**config.mk**
```make
export PLATFORM = sky130hd
export DESIGN_NAME = uart_rx_fifo_flat
export DESIGN_NICKNAME = d
export VERILOG_FILES = /design/src/rtl/uart_pkg.sv /design/src/rtl/uart_rx_fifo_if.sv /design/src/rtl/uart_rx_fifo_mem.sv /design/src/rtl/uart_rx_fifo.sv /design/src/flat_wrapper.sv
export SDC_FILE = /design/constraint.sdc
export NUM_CORES = 1
export LEC_CHECK = 0
export ABC_AREA = 1
export CORE_UTILIZATION = 60
export CTS_BUF_LIST = sky130_fd_sc_hd__clkbuf_16
export CTS_CLUSTER_DIAMETER = 100
export CTS_CLUSTER_SIZE = 12
export DETAILED_ROUTE_END_ITERATION = 10
export PLACE_DENSITY = 0.91
export SETUP_SLACK_MARGIN = 0.4
export SYNTH_ARGS = -nofsm -noshare
export SYNTH_HDL_FRONTEND = slang
export SYNTH_SLANG_ARGS = --single-unit
```
**constraint.sdc**
```tcl
create_clock -name CLK -period 4.8 [get_ports CLK]
set_input_delay 0.96 -clock CLK [delete_from_list [all_inputs] [get_ports CLK]]
set_output_delay 0.96 -clock CLK [all_outputs]
set_load 0.01 [all_outputs]
```
**src/rtl/uart_pkg.sv**
```systemverilog
// ---------------------------------------------------------------------------
// uart_pkg
// Shared definitions for the UART receive path.
//   UART_DATA_W  : width of one received character
//   UART_ENTRY_W : width of one buffered entry (frame-error tag + data)
//   ERR_CNT_W    : width of the discarded-frame-error counter
//   rx_entry_t   : layout of one buffered entry {ferr, data}
//   sat_inc      : saturating increment for the error counter
// ---------------------------------------------------------------------------
package uart_pkg;

    localparam int UART_DATA_W  = 8;
    localparam int UART_ENTRY_W = UART_DATA_W + 1;
    localparam int ERR_CNT_W    = 8;

    typedef struct packed {
        logic                   ferr;
        logic [UART_DATA_W-1:0] data;
    } rx_entry_t;

    function automatic logic [ERR_CNT_W-1:0] sat_inc(input logic [ERR_CNT_W-1:0] v);
        return (&v) ? v : v + ERR_CNT_W'(1);
    endfunction

endpackage

```
**src/rtl/uart_rx_fifo_if.sv**
```systemverilog
// ---------------------------------------------------------------------------
// uart_rx_fifo_if
// Bundles the receiver-side push signals and the host-side pop/status
// signals of the receive FIFO.
//   slave  modport : the FIFO (takes RX_* / RD_EN / CLR_OVERRUN, drives status)
//   master modport : the surrounding logic / host (drives RX_* / RD_EN / CLR_OVERRUN)
// Signals:
//   RX_DQ, RX_READY, RX_FERR  receiver byte, byte-ready level, frame error
//   RD_EN                     pop request
//   RD_DATA, RD_FERR, RD_VALID popped byte, its tag, valid strobe
//   EMPTY, FULL, ALMOST_FULL, LEVEL  occupancy status
//   OVERRUN, CLR_OVERRUN      sticky overrun flag and its clear
//   ERR_CNT                   count of discarded frame-error bytes
// ---------------------------------------------------------------------------
interface uart_rx_fifo_if
    import uart_pkg::*;
#(
    parameter int DEPTH = 16
);
    localparam int LVL_W = $clog2(DEPTH) + 1;

    logic [UART_DATA_W-1:0] RX_DQ;
    logic                   RX_READY;
    logic                   RX_FERR;
    logic                   RD_EN;
    logic                   CLR_OVERRUN;

    logic [UART_DATA_W-1:0] RD_DATA;
    logic                   RD_FERR;
    logic                   RD_VALID;
    logic                   EMPTY;
    logic                   FULL;
    logic                   ALMOST_FULL;
    logic [LVL_W-1:0]       LEVEL;
    logic                   OVERRUN;
    logic [ERR_CNT_W-1:0]   ERR_CNT;

    modport slave (
        input  RX_DQ, RX_READY, RX_FERR, RD_EN, CLR_OVERRUN,
        output RD_DATA, RD_FERR, RD_VALID, EMPTY, FULL, ALMOST_FULL,
               LEVEL, OVERRUN, ERR_CNT
    );

    modport master (
        output RX_DQ, RX_READY, RX_FERR, RD_EN, CLR_OVERRUN,
        input  RD_DATA, RD_FERR, RD_VALID, EMPTY, FULL, ALMOST_FULL,
               LEVEL, OVERRUN, ERR_CNT
    );

endinterface

```
**src/rtl/uart_rx_fifo_mem.sv**
```systemverilog
// ---------------------------------------------------------------------------
// rx_fifo_mem
// Simple dual-port RAM: synchronous write, registered read.
//   clk_i      clock, rising edge
//   rst_n_i    synchronous active-low reset of the read register only
//              (the array itself is never cleared)
//   wr_en_i    write strobe, wr_addr_i / wr_data_i written at the edge
//   rd_en_i    read strobe, rd_addr_i captured into rd_data_o at the edge
//   rd_data_o  registered read data, holds while rd_en_i is low
// A read and a write to the same address in one cycle return the old
// contents, which is what lets a full FIFO pop and push together.
// ---------------------------------------------------------------------------
module rx_fifo_mem #(
    parameter int DEPTH = 16,
    parameter int WIDTH = 9
) (
    input  logic                     clk_i,
    input  logic                     rst_n_i,
    input  logic                     wr_en_i,
    input  logic [$clog2(DEPTH)-1:0] wr_addr_i,
    input  logic [WIDTH-1:0]         wr_data_i,
    input  logic                     rd_en_i,
    input  logic [$clog2(DEPTH)-1:0] rd_addr_i,
    output logic [WIDTH-1:0]         rd_data_o
);

    logic [WIDTH-1:0] mem_q [DEPTH];
    logic [WIDTH-1:0] rd_q;

    always_ff @(posedge clk_i) begin
        if (wr_en_i) begin
            mem_q[wr_addr_i] <= wr_data_i;
        end
    end

    always_ff @(posedge clk_i) begin
        if (!rst_n_i) begin
            rd_q <= '0;
        end else if (rd_en_i) begin
            rd_q <= mem_q[rd_addr_i];
        end
    end

    assign rd_data_o = rd_q;

endmodule

```
**src/rtl/uart_rx_fifo.sv**
```systemverilog
// ---------------------------------------------------------------------------
// uart_rx_fifo
// Receive buffer behind the UART receiver. Each rising edge of RX_READY
// pushes one {frame error, byte} entry into a circular FIFO; the host pops
// entries with a one-cycle registered read.
// Parameters:
//   DEPTH     number of entries (power of two, >= 2)
//   AF_LEVEL  ALMOST_FULL threshold on LEVEL
//   DROP_ERR  1: discard frame-error bytes and count them in ERR_CNT
//             0: store them with RD_FERR tag set
// Ports:
//   CLK    clock, rising edge
//   RST_N  synchronous active-low reset
//   bus    uart_rx_fifo_if.slave: RX_* push side, RD_* pop side, status
// ---------------------------------------------------------------------------
module uart_rx_fifo
    import uart_pkg::*;
#(
    parameter int DEPTH    = 16,
    parameter int AF_LEVEL = 12,
    parameter int DROP_ERR = 0
) (
    input  logic          CLK,
    input  logic          RST_N,
    uart_rx_fifo_if.slave bus
);

    localparam int PTR_W = $clog2(DEPTH);
    localparam int LVL_W = PTR_W + 1;
    localparam logic [LVL_W-1:0] LVL_FULL = LVL_W'(DEPTH);
    localparam logic [LVL_W-1:0] LVL_AF   = LVL_W'(AF_LEVEL);
    localparam logic             DROP_EN  = (DROP_ERR != 0);

    logic                 rdy_q;
    logic [PTR_W-1:0]     wp_q, wp_d;
    logic [PTR_W-1:0]     rp_q, rp_d;
    logic [LVL_W-1:0]     level_q, level_d;
    logic                 ovr_q, ovr_d;
    logic [ERR_CNT_W-1:0] err_q, err_d;
    logic                 vld_q;

    logic                 empty, full;
    logic                 push_req, drop_ferr, push_acc, pop_acc, ovr_set;
    rx_entry_t            rd_entry;

    always_comb begin
        empty     = (level_q == '0);
        full      = (level_q == LVL_FULL);

        // One push per RX_READY rising edge, however long the level stays high.
        push_req  = bus.RX_READY & ~rdy_q;
        drop_ferr = DROP_EN & push_req & bus.RX_FERR;

        // A pop on an empty FIFO is ignored, so there is no push-through.
        pop_acc   = bus.RD_EN & ~empty;
        // When full, a same-cycle pop frees the slot the push needs.
        push_acc  = push_req & ~drop_ferr & (~full | pop_acc);
        ovr_set   = push_req & ~drop_ferr & full & ~pop_acc;

        wp_d      = push_acc ? wp_q + PTR_W'(1) : wp_q;
        rp_d      = pop_acc  ? rp_q + PTR_W'(1) : rp_q;

        level_d   = level_q;
        case ({push_acc, pop_acc})
            2'b10:   level_d = level_q + LVL_W'(1);
            2'b01:   level_d = level_q - LVL_W'(1);
            default: level_d = level_q;
        endcase

        // Setting wins over clearing in the same cycle.
        if (ovr_set) begin
            ovr_d = 1'b1;
        end else if (bus.CLR_OVERRUN) begin
            ovr_d = 1'b0;
        end else begin
            ovr_d = ovr_q;
        end

        err_d     = drop_ferr ? sat_inc(err_q) : err_q;
    end

    always_ff @(posedge CLK) begin
        if (!RST_N) begin
            rdy_q   <= 1'b0;
            wp_q    <= '0;
            rp_q    <= '0;
            level_q <= '0;
            ovr_q   <= 1'b0;
            err_q   <= '0;
            vld_q   <= 1'b0;
        end else begin
            rdy_q   <= bus.RX_READY;
            wp_q    <= wp_d;
            rp_q    <= rp_d;
            level_q <= level_d;
            ovr_q   <= ovr_d;
            err_q   <= err_d;
            vld_q   <= pop_acc;
        end
    end

    rx_fifo_mem #(
        .DEPTH (DEPTH),
        .WIDTH (UART_ENTRY_W)
    ) u_mem (
        .clk_i     (CLK),
        .rst_n_i   (RST_N),
        .wr_en_i   (push_acc),
        .wr_addr_i (wp_q),
        .wr_data_i ({bus.RX_FERR, bus.RX_DQ}),
        .rd_en_i   (pop_acc),
        .rd_addr_i (rp_q),
        .rd_data_o (rd_entry)
    );

    assign bus.RD_DATA     = rd_entry.data;
    assign bus.RD_FERR     = rd_entry.ferr;
    assign bus.RD_VALID    = vld_q;
    assign bus.EMPTY       = empty;
    assign bus.FULL        = full;
    assign bus.ALMOST_FULL = (level_q >= LVL_AF);
    assign bus.LEVEL       = level_q;
    assign bus.OVERRUN     = ovr_q;
    assign bus.ERR_CNT     = err_q;

endmodule

```
**src/flat_wrapper.sv**
```systemverilog
// flat-port wrapper written by rule: the top's interface ports become plain ports
module uart_rx_fifo_flat import uart_pkg::*;
#(
    parameter int DEPTH    = 16,
    parameter int AF_LEVEL = 12,
    parameter int DROP_ERR = 0
)
  (CLK, RST_N, bus_RX_DQ, bus_RX_READY, bus_RX_FERR, bus_RD_EN, bus_CLR_OVERRUN, bus_RD_DATA, bus_RD_FERR, bus_RD_VALID, bus_EMPTY, bus_FULL, bus_ALMOST_FULL, bus_LEVEL, bus_OVERRUN, bus_ERR_CNT);
  uart_rx_fifo_if #(.DEPTH(DEPTH)) bus_i ();
  input  logic CLK;
  input  logic RST_N;
  input wire logic [$bits(bus_i.RX_DQ)-1:0] bus_RX_DQ;
  input wire logic [$bits(bus_i.RX_READY)-1:0] bus_RX_READY;
  input wire logic [$bits(bus_i.RX_FERR)-1:0] bus_RX_FERR;
  input wire logic [$bits(bus_i.RD_EN)-1:0] bus_RD_EN;
  input wire logic [$bits(bus_i.CLR_OVERRUN)-1:0] bus_CLR_OVERRUN;
  output wire logic [$bits(bus_i.RD_DATA)-1:0] bus_RD_DATA;
  output wire logic [$bits(bus_i.RD_FERR)-1:0] bus_RD_FERR;
  output wire logic [$bits(bus_i.RD_VALID)-1:0] bus_RD_VALID;
  output wire logic [$bits(bus_i.EMPTY)-1:0] bus_EMPTY;
  output wire logic [$bits(bus_i.FULL)-1:0] bus_FULL;
  output wire logic [$bits(bus_i.ALMOST_FULL)-1:0] bus_ALMOST_FULL;
  output wire logic [$bits(bus_i.LEVEL)-1:0] bus_LEVEL;
  output wire logic [$bits(bus_i.OVERRUN)-1:0] bus_OVERRUN;
  output wire logic [$bits(bus_i.ERR_CNT)-1:0] bus_ERR_CNT;
  assign bus_i.RX_DQ = bus_RX_DQ;
  assign bus_i.RX_READY = bus_RX_READY;
  assign bus_i.RX_FERR = bus_RX_FERR;
  assign bus_i.RD_EN = bus_RD_EN;
  assign bus_i.CLR_OVERRUN = bus_CLR_OVERRUN;
  assign bus_RD_DATA = bus_i.RD_DATA;
  assign bus_RD_FERR = bus_i.RD_FERR;
  assign bus_RD_VALID = bus_i.RD_VALID;
  assign bus_EMPTY = bus_i.EMPTY;
  assign bus_FULL = bus_i.FULL;
  assign bus_ALMOST_FULL = bus_i.ALMOST_FULL;
  assign bus_LEVEL = bus_i.LEVEL;
  assign bus_OVERRUN = bus_i.OVERRUN;
  assign bus_ERR_CNT = bus_i.ERR_CNT;
  uart_rx_fifo #(.DEPTH(DEPTH), .AF_LEVEL(AF_LEVEL), .DROP_ERR(DROP_ERR)) u_core (.CLK(CLK), .RST_N(RST_N), .bus(bus_i));
endmodule
```
# ---- Word-level counts from Yosys, hierarchy flattened
# Memory sizes are Yosys's and may differ from the RTL's. A register that Yosys moved wholly into a read port is not among the register bits.
# Index checks and enable logic that the tools add are counted.
dict set report op_classes {
  eq_ne 3
  add_sub_neg 4
  n_lt_le_gt_ge 1
  n_mux 5
  bitwise 10
  n_reduce_logical 4
}
# operator count
set op_table {}
lappend op_table {{5-bit one-hot mux with 2 select lines} 1}
lappend op_table {{4-bit by 1-bit adder with 4-bit output (second input constant)} 2}
lappend op_table {{5-bit by 1-bit adder with 5-bit output (second input constant)} 1}
lappend op_table {{1-bit bitwise AND} 5}
lappend op_table {{5-bit equality test (second input constant)} 1}
lappend op_table {{5-bit by 4-bit >= comparator with 1-bit output (second input constant)} 1}
lappend op_table {{5-bit logical NOT} 1}
lappend op_table {{5-bit by 1-bit subtractor with 5-bit output (second input constant)} 1}
lappend op_table {{1-bit two-way mux} 4}
lappend op_table {{1-bit inverter} 4}
lappend op_table {{2-bit nonzero test} 2}
lappend op_table {{2-bit by 1-bit equality test with 1-bit output (second input constant)} 1}
lappend op_table {{2-bit equality test (second input constant)} 1}
lappend op_table {{1-bit logical NOT} 1}
lappend op_table {{1-bit OR} 1}
dict set report totals {
  ramBits 144
  elab_cells 34
  output_inout_bits 27
  memories 1
  reg_bits 16
}
# memory depth word_bits read_ports rd_ports_with_merged_regs write_ports line_no
set memory_table {}
lappend memory_table {u_core.u_mem.mem_q 16 9 1 1 1 uart_rx_fifo_mem.sv:27} ;# logic [WIDTH-1:0] mem_q [DEPTH];

# ---- Logic depth before layout (Yosys ltp)
dict set report logic_depth {
  depth_word 7
  ltp_mapped 15
  ltp_nobuf 14
}

# ---- By module
# A second synthesis with hierarchy kept.
dict set report unflattened {
  cells_unflattened 677
  hier_area_um2 7161.9
}
# mod n_inst seq_area_each_um2 cells_each area_per_inst_um2
set modules_own_cells {}
lappend modules_own_cells {rx_fifo_mem 1 4504.3 548 6257.3}
lappend modules_own_cells {uart_rx_fifo 1 320.3 129 904.6}

# ---- Least setup slack after synthesis
# OpenSTA, ideal clock, no wires.
dict set report synth_timing {
  kind {in2reg}
  startpoint {in bus_RX_READY}
  endpoint {mem u_core.u_mem.mem_q[0][0] (enable)}
  path_stages 6
  setup_slack_ns 2.330
  t_arrival_ns 2.096
  setup_ns 0.374
  path_buffers 1
  cell_sequence {inv_1 > or2_0 > buf_6 > a21oi_4 > nand2_1 > nor2_1}
}
dict set report synth_between {
  elab_chain_len 4
}
# item line_no
set synth_lines {}
lappend synth_lines {{from (decl)} flat_wrapper.sv:13} ;# input wire logic [$bits(bus_i.RX_READY)-1:0] bus_RX_READY;
lappend synth_lines {{1-bit bitwise AND} uart_rx_fifo.sv:51} ;# push_req = bus.RX_READY & ~rdy_q;
lappend synth_lines {{1-bit bitwise AND} uart_rx_fifo.sv:57} ;# push_acc = push_req & ~drop_ferr & (~full | pop_acc);
lappend synth_lines {{1-bit two-way mux} uart_rx_fifo_mem.sv:31} ;# if (wr_en_i) begin
lappend synth_lines {{1-bit two-way mux (not written as such)} uart_rx_fifo_mem.sv:32} ;# mem_q[wr_addr_i] <= wr_data_i;
lappend synth_lines {{to (decl)} uart_rx_fifo_mem.sv:27}
# No other way between the ends.

# ---- Worst setup path in the final report
dict set report layout_timing {
  startpoint {in bus_RX_READY}
  endpoint {mem u_core.u_mem.mem_q[12][8] (enable)}
}
# Same word-level chain as after synthesis.

==> impl_metrics.csv <==
group,metric,value,unit
setup_path,path_buf_inv,2,
timing,worst_pin_slew,1.20,ns
global_route,grt-ovfl-total,0,
hold_path,min_path_type,"reg -> reg",
drt,drc_errors,0,
floorplan,die_w,110,µm
layout,synthToLayoutAreaGrowth,12.5,%
layout,final_cell_mix,"edfxtp_1 (144), nor2_1 (114), o21ai_0 (72), nand2_1 (34)",
synthesis,ys.warnings.count,0,
synthesis,synth_seq_cells,169,
floorplan,die_h,110,µm
setup_path,crit_slowest_cell,"nor2_1",
drt,ant_nets,0,
clock_tree,cts_root_buf,"clkbuf_16",
placement,placed_cells,733,
timing,slew-limit-headroom,0.198,
placement,hpwl,10.3,mm
pwr,powerDensity,484,nW/µm²
synthesis,synth_top_area_frac,0.617,
timing,rsz0062_at_grt,"false",
synthesis,synth_area,7010,µm²
drt,viasPerCell,6.33,
clock_tree,cts_resized,0,
clock_tree,cts-htree-levels,4,
synthesis,ys_seq_area_frac,0.689,
layout,final_cells,765,
placement,portBuffers,32,
global_route,antenna_found_initial,0,
clock_tree,ctsHoldBuffers,0,
global_route,grt_pass1_wl,25.1,mm
timing,period_needed,3.13,ns
drt,drtIter0Drc,784,
drt,wirelength,16.6,mm
floorplan,die_area,12100,µm²
setup_path,cp.arrival,3.19,ns
timing,setup-tns-final,0,ns
synthesis,synth_area_leaders,"edfxtp_1 (62%), dfxtp_1 (7.1%), nor2_1 (6.1%)",
drt,post_drt_wl_per_cell,21.7,µm
placement,finalWeightedCongestion,0.996,
clock_tree,postCtsSetupBuffers,0,
clock_tree,ctsLongestPathBuffers,2,
run,maxCapViolCount,0,
pwr,p_leak,2.71,nW
timing,fin_crit_sh,0.653,
setup_path,reg2reg_from,"u_core.rp_q[0]",
synthesis,syn_area_per_cell,11.9,µm²
placement,place_area,7340,µm²
floorplan,std_cell_rows,39,
setup_path,cp_data_required_time,4.85,ns
setup_path,cp-end-kind,"flop",
timing,timing.final.max_slew_violations,0,
synthesis,syn_inst,589,
floorplan,ios,41,
setup_path,crit_type,"in -> reg",
setup_path,worstSetupStartpoint,"bus_RX_READY",
floorplan,coreArea,11400,µm²
layout,multi_input_comb_area,1860,µm²
layout,drive_gt1_frac,0.0884,
hold_path,hp-start,"u_core.bus.OVERRUN",
setup_path,path_cells,"clkdlybuf4s50_1 -> inv_1 -> or2_0 -> a21oi_4 -> nand2_1 -> nor2_1",
setup_path,worst-path-max-fanout,9,
floorplan,start_util,0.614,
clock_tree,path_clk_slew,0.07,ns
pwr,vdd_ir_drop_max,0.419,mV
clock_tree,cts_buffers,17,
synthesis,yosysTopAreaCell,"edfxtp_1",
global_route,grt_max_degree,76,
timing,max_freq,319,MHz
timing,hold_viol_final,0,
run_status,outcome,"finished, final reports clean",
layout,regArea,4830,µm²
layout,final_common_cell,"edfxtp_1",
drt,via_count,4843,
clock_tree,cts_tree,"built",
setup_path,cp_top_family,"simple AND/OR/NAND/NOR gates",
setup_path,cp_slowest_stage_delay,0.64,ns
timing,setup_violations,0,
timing,fin_ws,1.67,ns
global_route,track_usage,0.297,
clock_tree,cts_sinks,169,
layout,fillers,757,
drt,dr.pass1.iters,6,
clock_tree,clock_latency,0.43,ns
layout,diodes,0,
layout,design_area,7880,µm²
synthesis,netlist-cell-type-count,39,
setup_path,start_kind,"input pin",
layout,nets,629,
timing,finClkSkew,0.0105,ns
global_route,grt_pass1_vias,4483,
placement,dp_slack,1.30,ns
[synthesized netlist by cell type]
cell and n:
nand3b_1 1, clkinv_1 1, nor2_4 2, buf_6 1, a21oi_1 9, inv_1 31
inv_2 3, nand2_2 3, clkbuf_2 1, buf_4 10, or2_1 1, nand2_1 34
a21oi_4 1, buf_1 1, nand4_1 5, o21ai_1 9, inv_4 1, edfxtp_1 144
o21a_1 1, o221ai_1 25, nand3_2 2, buf_2 9, clkbuf_1 18, nor2_1 114
nand2_4 3, ha_1 6, o211ai_1 13, o21ai_0 72, nor2_2 2, nand3_4 2
a21oi_2 1, a211oi_2 1, nand3_1 22, dfxtp_1 25, xnor2_1 1, o22ai_1 11
conb_1 1, or2_0 1, xor2_1 1
[report_power, final]
| group | leakage (nW) | total (W) | internal [W] | switching [W] |
|---|---|---|---|---|
| Sequential | 1.51 | 0.00170 | 0.00165 | 0.0000457 |
| Combinational | 0.933 | 0.000858 | 0.000281 | 0.000577 |
| Clock | 0.276 | 0.00126 | 0.000672 | 0.000585 |
| Total | 2.71 | 0.00381 | 0.00261 | 0.00121 |
[flip-flops by register name (all words and copies together) (netlist names)]
name                    cells
u_core.u_mem.mem_q        144
u_core.rdy_q                1
u_core.bus.LEVEL            5
u_core.rp_q                 4
u_core.bus.OVERRUN          1
u_core.bus.RD_VALID         1
u_core.wp_q                 4
u_core.u_mem.rd_data_o      9
[tightest hold or removal path: stages (launching register included)]
cell and delay (ns):
dfxtp_1 0.31, nand2_1 0.07, a21oi_1 0.06
[area by class of cell]
type	count	area share
Clock inverter	15	0.0144
Clock buffer	17	0.0540
Inverter	36	0.0175
Tap cell	143	0.0227
Timing Repair Buffer	34	0.0426
Sequential cell	169	0.612
Multi-Input combinational cell	351	0.236
[metal layers]
layer  vias up  track usage  share of wire
met5         -            0              0
met3        35       0.0741           0.12
met1      2298        0.404           0.38
li1       2148            -              -
met4         0        0.141          0.030
met2       362        0.451           0.48
[per-stage QoR]
stage / hold slack (ns) / utilization / power (W)
5_1_grt: 0.515 / 0.690 / 0.00396
2_1_floorplan: 0.487 / - / 0.00227
3_5_place_dp: 0.478 / 0.643 / 0.00256
6_report: 0.485 / 0.690 / 0.00381
3_3_place_gp: 0.453 / 0.643 / 0.00253
4_1_cts: 0.487 / 0.690 / 0.00379
[final timing paths]
path | end | slack [ns] | depth (start not counted)
hold / removal | u_core.bus.OVERRUN | 0.48 | 2
setup / recovery | u_core.u_mem.mem_q[12][8] | 1.67 | 6
setup reg to reg | u_core.u_mem.rd_data_o[8] | 2.05 | 8
hold reg to reg | u_core.bus.OVERRUN | 0.48 | 2
[cell families after synthesis]
group / Yosys count / share of synthesized area
DFF: 169 / 0.689
buffers and inverters: 76 / 0.0493
adders and majority gates: 6 / 0.0107
other: 1 / 0.000535
AOI/OAI and AO/OA: 143 / 0.126
xor gates and xnor gates: 2 / 0.00250
and+or+nand+nor: 192 / 0.123
No activity file was read; power rests on OpenSTA's default activity.
